$ cat config.mk
export PLATFORM = sky130hd
export DESIGN_NAME = x_ctrl
export DESIGN_NICKNAME = d
export VERILOG_FILES = /design/src/rtl/x_ctrl.sv
export SDC_FILE = /design/constraint.sdc
export NUM_CORES = 1
export LEC_CHECK = 0
export ABC_CLOCK_PERIOD_IN_PS = 6050
export CAP_MARGIN = 20
export CORE_MARGIN = 2
export CORE_UTILIZATION = 45
export DETAILED_ROUTE_END_ITERATION = 10
export PLACE_DENSITY = 0.71
export SETUP_SLACK_MARGIN = 0.05
export SLEW_MARGIN = 15
export SYNTH_ARGS = -nofsm -noshare
export SYNTH_HDL_FRONTEND = slang
export SYNTH_SLANG_ARGS = --single-unit
$ cat constraint.sdc
create_clock -name clk -period 6.05 [get_ports clk]
set_input_delay 1.21 -clock clk [delete_from_list [all_inputs] [get_ports clk]]
set_output_delay 1.21 -clock clk [all_outputs]
set_load 0.005 [all_outputs]
$ cat src/rtl/x_ctrl.sv
// x_ctrl: single-issue accumulator controller (regA/regB/carry/pc) with same-cycle decode and data-bus requests.
// Branch opcodes 12-15 are only built when `XCTRL_BRANCH_EN is defined; otherwise they execute as NOPs.
module x_ctrl #(
  parameter int DATA_W     = 32,
  parameter int INSTR_W    = 32,
  parameter int OPCODESZ   = 4,
  parameter int IMM_W      = 16,
  parameter int IADDR_W    = 10,
  parameter int INT_ADDR_W = 13
) (
  input  logic                  clk,
  input  logic                  rst,
  input  logic [INSTR_W-1:0]    instruction,
  output logic [IADDR_W-1:0]    pc,
  output logic                  rw_req,
  output logic                  rw_rnw,
  output logic [INT_ADDR_W-1:0] rw_addr,
  input  logic [DATA_W-1:0]     data_to_rd,
  output logic [DATA_W-1:0]     data_to_wr,
  input  logic                  regB_req,
  output logic [DATA_W-1:0]     regB,
  output logic [DATA_W-1:0]     cs
);
  localparam logic [OPCODESZ-1:0] OP_ADDI  = OPCODESZ'(0);
  localparam logic [OPCODESZ-1:0] OP_ADD   = OPCODESZ'(1);
  localparam logic [OPCODESZ-1:0] OP_SUB   = OPCODESZ'(2);
  localparam logic [OPCODESZ-1:0] OP_SHFT  = OPCODESZ'(3);
  localparam logic [OPCODESZ-1:0] OP_AND   = OPCODESZ'(4);
  localparam logic [OPCODESZ-1:0] OP_XOR   = OPCODESZ'(5);
  localparam logic [OPCODESZ-1:0] OP_LDI   = OPCODESZ'(6);
  localparam logic [OPCODESZ-1:0] OP_LDIH  = OPCODESZ'(7);
  localparam logic [OPCODESZ-1:0] OP_RDW   = OPCODESZ'(8);
  localparam logic [OPCODESZ-1:0] OP_WRW   = OPCODESZ'(9);
  localparam logic [OPCODESZ-1:0] OP_RDWB  = OPCODESZ'(10);
  localparam logic [OPCODESZ-1:0] OP_WRWB  = OPCODESZ'(11);
`ifdef XCTRL_BRANCH_EN
  localparam logic [OPCODESZ-1:0] OP_BEQI  = OPCODESZ'(12);
  localparam logic [OPCODESZ-1:0] OP_BEQ   = OPCODESZ'(13);
  localparam logic [OPCODESZ-1:0] OP_BNEQI = OPCODESZ'(14);
  localparam logic [OPCODESZ-1:0] OP_BNEQ  = OPCODESZ'(15);
`endif
  logic [DATA_W-1:0]     rega_q, rega_d, regb_q, regb_d;
  logic                  carry_q, carry_d;
  logic [IADDR_W-1:0]    pc_q, pc_d;
  logic [OPCODESZ-1:0]   op;
  logic [IMM_W-1:0]      imm;
  logic [DATA_W-1:0]     sext, ea_b, addend;
  logic [INT_ADDR_W-1:0] ea;
  logic [DATA_W:0]       add_res, sub_res;
  logic                  mem_op, wr_op, zero;
  logic                  unused_bits;
  assign op          = instruction[INSTR_W-1 -: OPCODESZ];
  assign imm         = instruction[IMM_W-1:0];
  assign sext        = {{(DATA_W-IMM_W){imm[IMM_W-1]}}, imm};
  assign ea_b        = regb_q + sext;
  assign ea          = (op == OP_RDWB || op == OP_WRWB) ? ea_b[INT_ADDR_W-1:0] : imm[INT_ADDR_W-1:0];
  assign mem_op      = op inside {OP_ADD, OP_SUB, OP_AND, OP_XOR, OP_RDW, OP_WRW, OP_RDWB, OP_WRWB};
  assign wr_op       = op == OP_WRW || op == OP_WRWB;
  assign zero        = rega_q == '0;
  assign addend      = op == OP_ADDI ? sext : data_to_rd;
  assign add_res     = {1'b0, rega_q} + {1'b0, addend};
  assign sub_res     = {1'b0, rega_q} - {1'b0, data_to_rd};
  assign unused_bits = ^{instruction[INSTR_W-OPCODESZ-1:IMM_W], ea_b[DATA_W-1:INT_ADDR_W]};
  assign rw_req      = mem_op & ~rst;
  assign rw_rnw      = ~wr_op;
  assign rw_addr     = ea;
  assign pc          = pc_q;
  assign data_to_wr  = rega_q;
  assign regB        = regb_q;
  assign cs          = {{(DATA_W-3){1'b0}}, rega_q[DATA_W-1], zero, carry_q};
  always_comb begin
    rega_d  = rega_q;
    carry_d = carry_q;
    case (op)
      OP_ADDI, OP_ADD: {carry_d, rega_d} = add_res;
      OP_SUB:          {carry_d, rega_d} = sub_res;
      OP_SHFT:         rega_d = imm[IMM_W-1] ? {rega_q[DATA_W-1], rega_q[DATA_W-1:1]} : {rega_q[DATA_W-2:0], 1'b0};
      OP_AND:          rega_d = rega_q & data_to_rd;
      OP_XOR:          rega_d = rega_q ^ data_to_rd;
      OP_LDI:          rega_d = sext;
      OP_LDIH:         rega_d = {imm[15:0], rega_q[DATA_W-17:0]};
      OP_RDW, OP_RDWB: rega_d = data_to_rd;
      default:         ;
    endcase
  end
  // The external strobe takes priority over the write-to-all-ones shadow load.
  assign regb_d = regB_req ? data_to_rd : (wr_op && &ea) ? rega_q : regb_q;
`ifdef XCTRL_BRANCH_EN
  logic                br_take;
  logic [IADDR_W-1:0]  br_tgt;
  assign br_take = ((op == OP_BEQI || op == OP_BEQ) && zero) || ((op == OP_BNEQI || op == OP_BNEQ) && !zero);
  assign br_tgt  = (op == OP_BEQ || op == OP_BNEQ) ? regb_q[IADDR_W-1:0] : imm[IADDR_W-1:0];
  assign pc_d    = br_take ? br_tgt : pc_q + IADDR_W'(1);
`else
  assign pc_d    = pc_q + IADDR_W'(1);
`endif
  always_ff @(posedge clk) begin
    if (rst) begin
      pc_q    <= '0;
      rega_q  <= '0;
      regb_q  <= '0;
      carry_q <= 1'b0;
    end else begin
      pc_q    <= pc_d;
      rega_q  <= rega_d;
      regb_q  <= regb_d;
      carry_q <= carry_d;
    end
  end
endmodule

==> impl_results.md <==
- Status: completed
- DP HPWL: 26700 microns
- Fill cells: 2063
- CP max stage delay: 0.49 ns
- Drt pass-1 iters: 6
- Max Cap Viol: 0
- ANT cells: 0
- Synthesis Warnings: 0
- First-pass GRT wire length: 56900 microns
- Initial antenna violation count: 0
- Commonest cells in the netlist: nor2_1, ha_1, nand2_1
- Critical Path RT: 4.84 ns
- Initial Util: 0.456
- DRC: 0
- CP max-delay cell: clkdlybuf4s50_1
- Die W: 152 microns
- Post-route setup slack: 0.494 ns
- Fin crit share: 0.918
- Cell variety after synth: 69
- #FFs+latches synth: 75
- Area contributors post-synth: dfxtp_1, ha_1, mux2i_1, nor2_1, a21oi_1
- F_max: 180 MHz
- Layout Utilization: 0.549
- WL/cell: 21.5 microns
- Port bufs: 146
- Crit path max fanout: 4
- CTS root buffer: clkbuf_16
- Crit. End Element: output pin
- Floorplan core area: 0.0217 sq mm
- Post-synth top flop: dfxtp_1
- CTS resizes: 0
- Setup TNS: 0 ns
- Netlist Area Pre-Place: 0.00989 sq mm
- Yosys top cell area share: 0.152
- Rel. slew slack: 0.228
- Top Family by Delay on Critical Path: buffers and inverters
- Sequential cell area: 0.00150 sq mm
- Setup Skew: 0.00898 ns
- Startpoint types: input pin
- Buffers and inverters on the worst path: 4
- Grt ovf: 0
- Multi-input logic area: 0.00772 sq mm
- Most frequent cell after synthesis: nor2_1
- RSZ-0062 raised after global routing: false
- Synth-to-Final Area Change: 20.3%
- Finished Cell Area: 0.0119 sq mm
- Hold Path Class: flip-flop to flip-flop
- Vias in the first global route: 10100
- Seq/Total Area, Yosys: 0.152
- Setup violations, final: 0
- Fin. Hold Viols: 0
- Kind of critical path: input pin to output pin
- Average size of a mapped cell: 7.51 sq um
- Fraction of registers with async set/reset: 0
- Number of H-tree levels: 3
- Period minus WS final: 5.56 ns
- TritonCTS clock tree: yes
- DR iter-0 viols: 1114
- GPL Wtd Cong: 1.04
- Num CTS Buffers: 9
- DP Worst Slack: 0.567 ns
- PD cells: 198 mW/mm^2
- Clock buffer depth: 2
- Largest net degree at the start of global routing: 65
- Rows: 54
- Worst vdd ir: 0.143 mV
- Placed Area: 0.0116 sq mm
- Syn Inst Count: 1317
- Max Slew Vio Count: 0
- Tot GR Track Use: 0.306
- Post-route ant nets: 0
- # IOs: 188
- Die area: 0.0232 sq mm
- Final nets: 1621
- Vias post-DR: 11000
- Crit path DAT: 4.35 ns
- Die height: 152 microns
- Number of flops mapped to enable cells by yosys: 0
- Vias per cell: 6.36
- Post CTS Setup Buffer Count: 0
- Total Wirelength: 37100 microns
- Worst slew pin tran: 1.16 ns
- Leakage: 5.26 nW
- Worst skew pair latency: 0.36 ns
- CTS sink count: 75
- Leading area contributor after synthesis: dfxtp_1
- Fraction of layout cells with a size suffix above 1: 0.0767
- Hold_buf cts: 0
- Register clock-pin slew on the reported worst setup and hold paths: 0.06 ns
- Cell Chain, Critical Path: clkdlybuf4s50_1 > ha_1 > inv_1 > fa_1 > nand2b_1 > a21oi_2 > o221ai_1 > a2111oi_0 > nor3b_1 > xor2_1 > inv_1 > clkdlybuf4s50_1
logic make-up after synthesis:
family / synth area share
mux: 0.0700
other cells: 0.000379
xor+xnor: 0.0461
buf+inv: 0.0792
compound gates: 0.330
simple gates: 0.178
flops: 0.152
fa+ha+maj: 0.144
path summary, 6_finish.rpt:
path,cells after the start,to,slack [ns],from
worst max-delay path,12,rw_addr[12],0.49,instruction[0]
worst min-delay path,1,pc[0]$_SDFF_PP0_,0.46,pc[0]$_SDFF_PP0_
worst max register to register,12,data_to_wr[30]$_SDFFE_PP0P_,2.37,data_to_wr[0]$_SDFFE_PP0P_
worst min register to register,1,pc[0]$_SDFF_PP0_,0.46,pc[0]$_SDFF_PP0_
cells in the final DEF (no fill, tap or decap), types with 6 or more instances in the layout:
cell,n
a211oi_1,31
a211oi_2,28
a21o_1,59
a21oi_1,98
a221oi_1,31
a222oi_1,8
a22oi_1,8
a31oi_1,15
and2_1,8
and3_1,13
buf_4,41
clkbuf_16,9
clkdlybuf4s50_1,143
conb_1,29
dfxtp_1,75
ha_1,109
inv_1,65
mux2_2,9
mux2i_1,59
nand2_1,101
nand2b_1,16
nand3_1,24
nand3b_1,6
nand4_1,16
nor2_1,132
nor2b_1,7
nor3_1,21
nor4_1,11
o2111ai_1,7
o211ai_1,18
o21a_1,16
o21ai_0,81
o21bai_1,7
o22ai_1,8
or3_1,7
xnor2_1,27
xor2_1,25
cell type report:
type | instances | share of cell area
sequential | 75 | 0.126
multi-input combinational | 1103 | 0.649
clock buffer | 9 | 0.0189
clock inverter | 7 | 0.00631
tap | 280 | 0.0294
timing repair buffer | 188 | 0.150
inverter | 65 | 0.0205
metal layers:
metal,track usage,share of wire,vias up
met5,0,0,-
met4,0.122,0.037,0
met3,0.0697,0.11,95
met2,0.463,0.43,671
met1,0.419,0.43,5136
li1,-,-,5080
per-stage QoR:
step                instances  hold WS (ns)  total power, mW
finish                   1727         0.460             2.36
global route             1727         0.524             2.49
CTS                      1726         0.469             2.33
detailed placement       1710         0.448             1.75
global placement         1710         0.445             1.74
floorplan                1345         0.440             1.36
power breakdown:
group / switching [mW] / internal (mW)
clock: 0.258 / 0.323
sequential: 0.0989 / 0.539
combinational: 0.637 / 0.505
total: 0.993 / 1.37
state kept, by name, summed over array words and instances, names as in the netlist:
register,cells
regB,32
pc,10
data_to_wr,32
carry_q,1
Note: power is estimated with default switching activity, not from simulation.
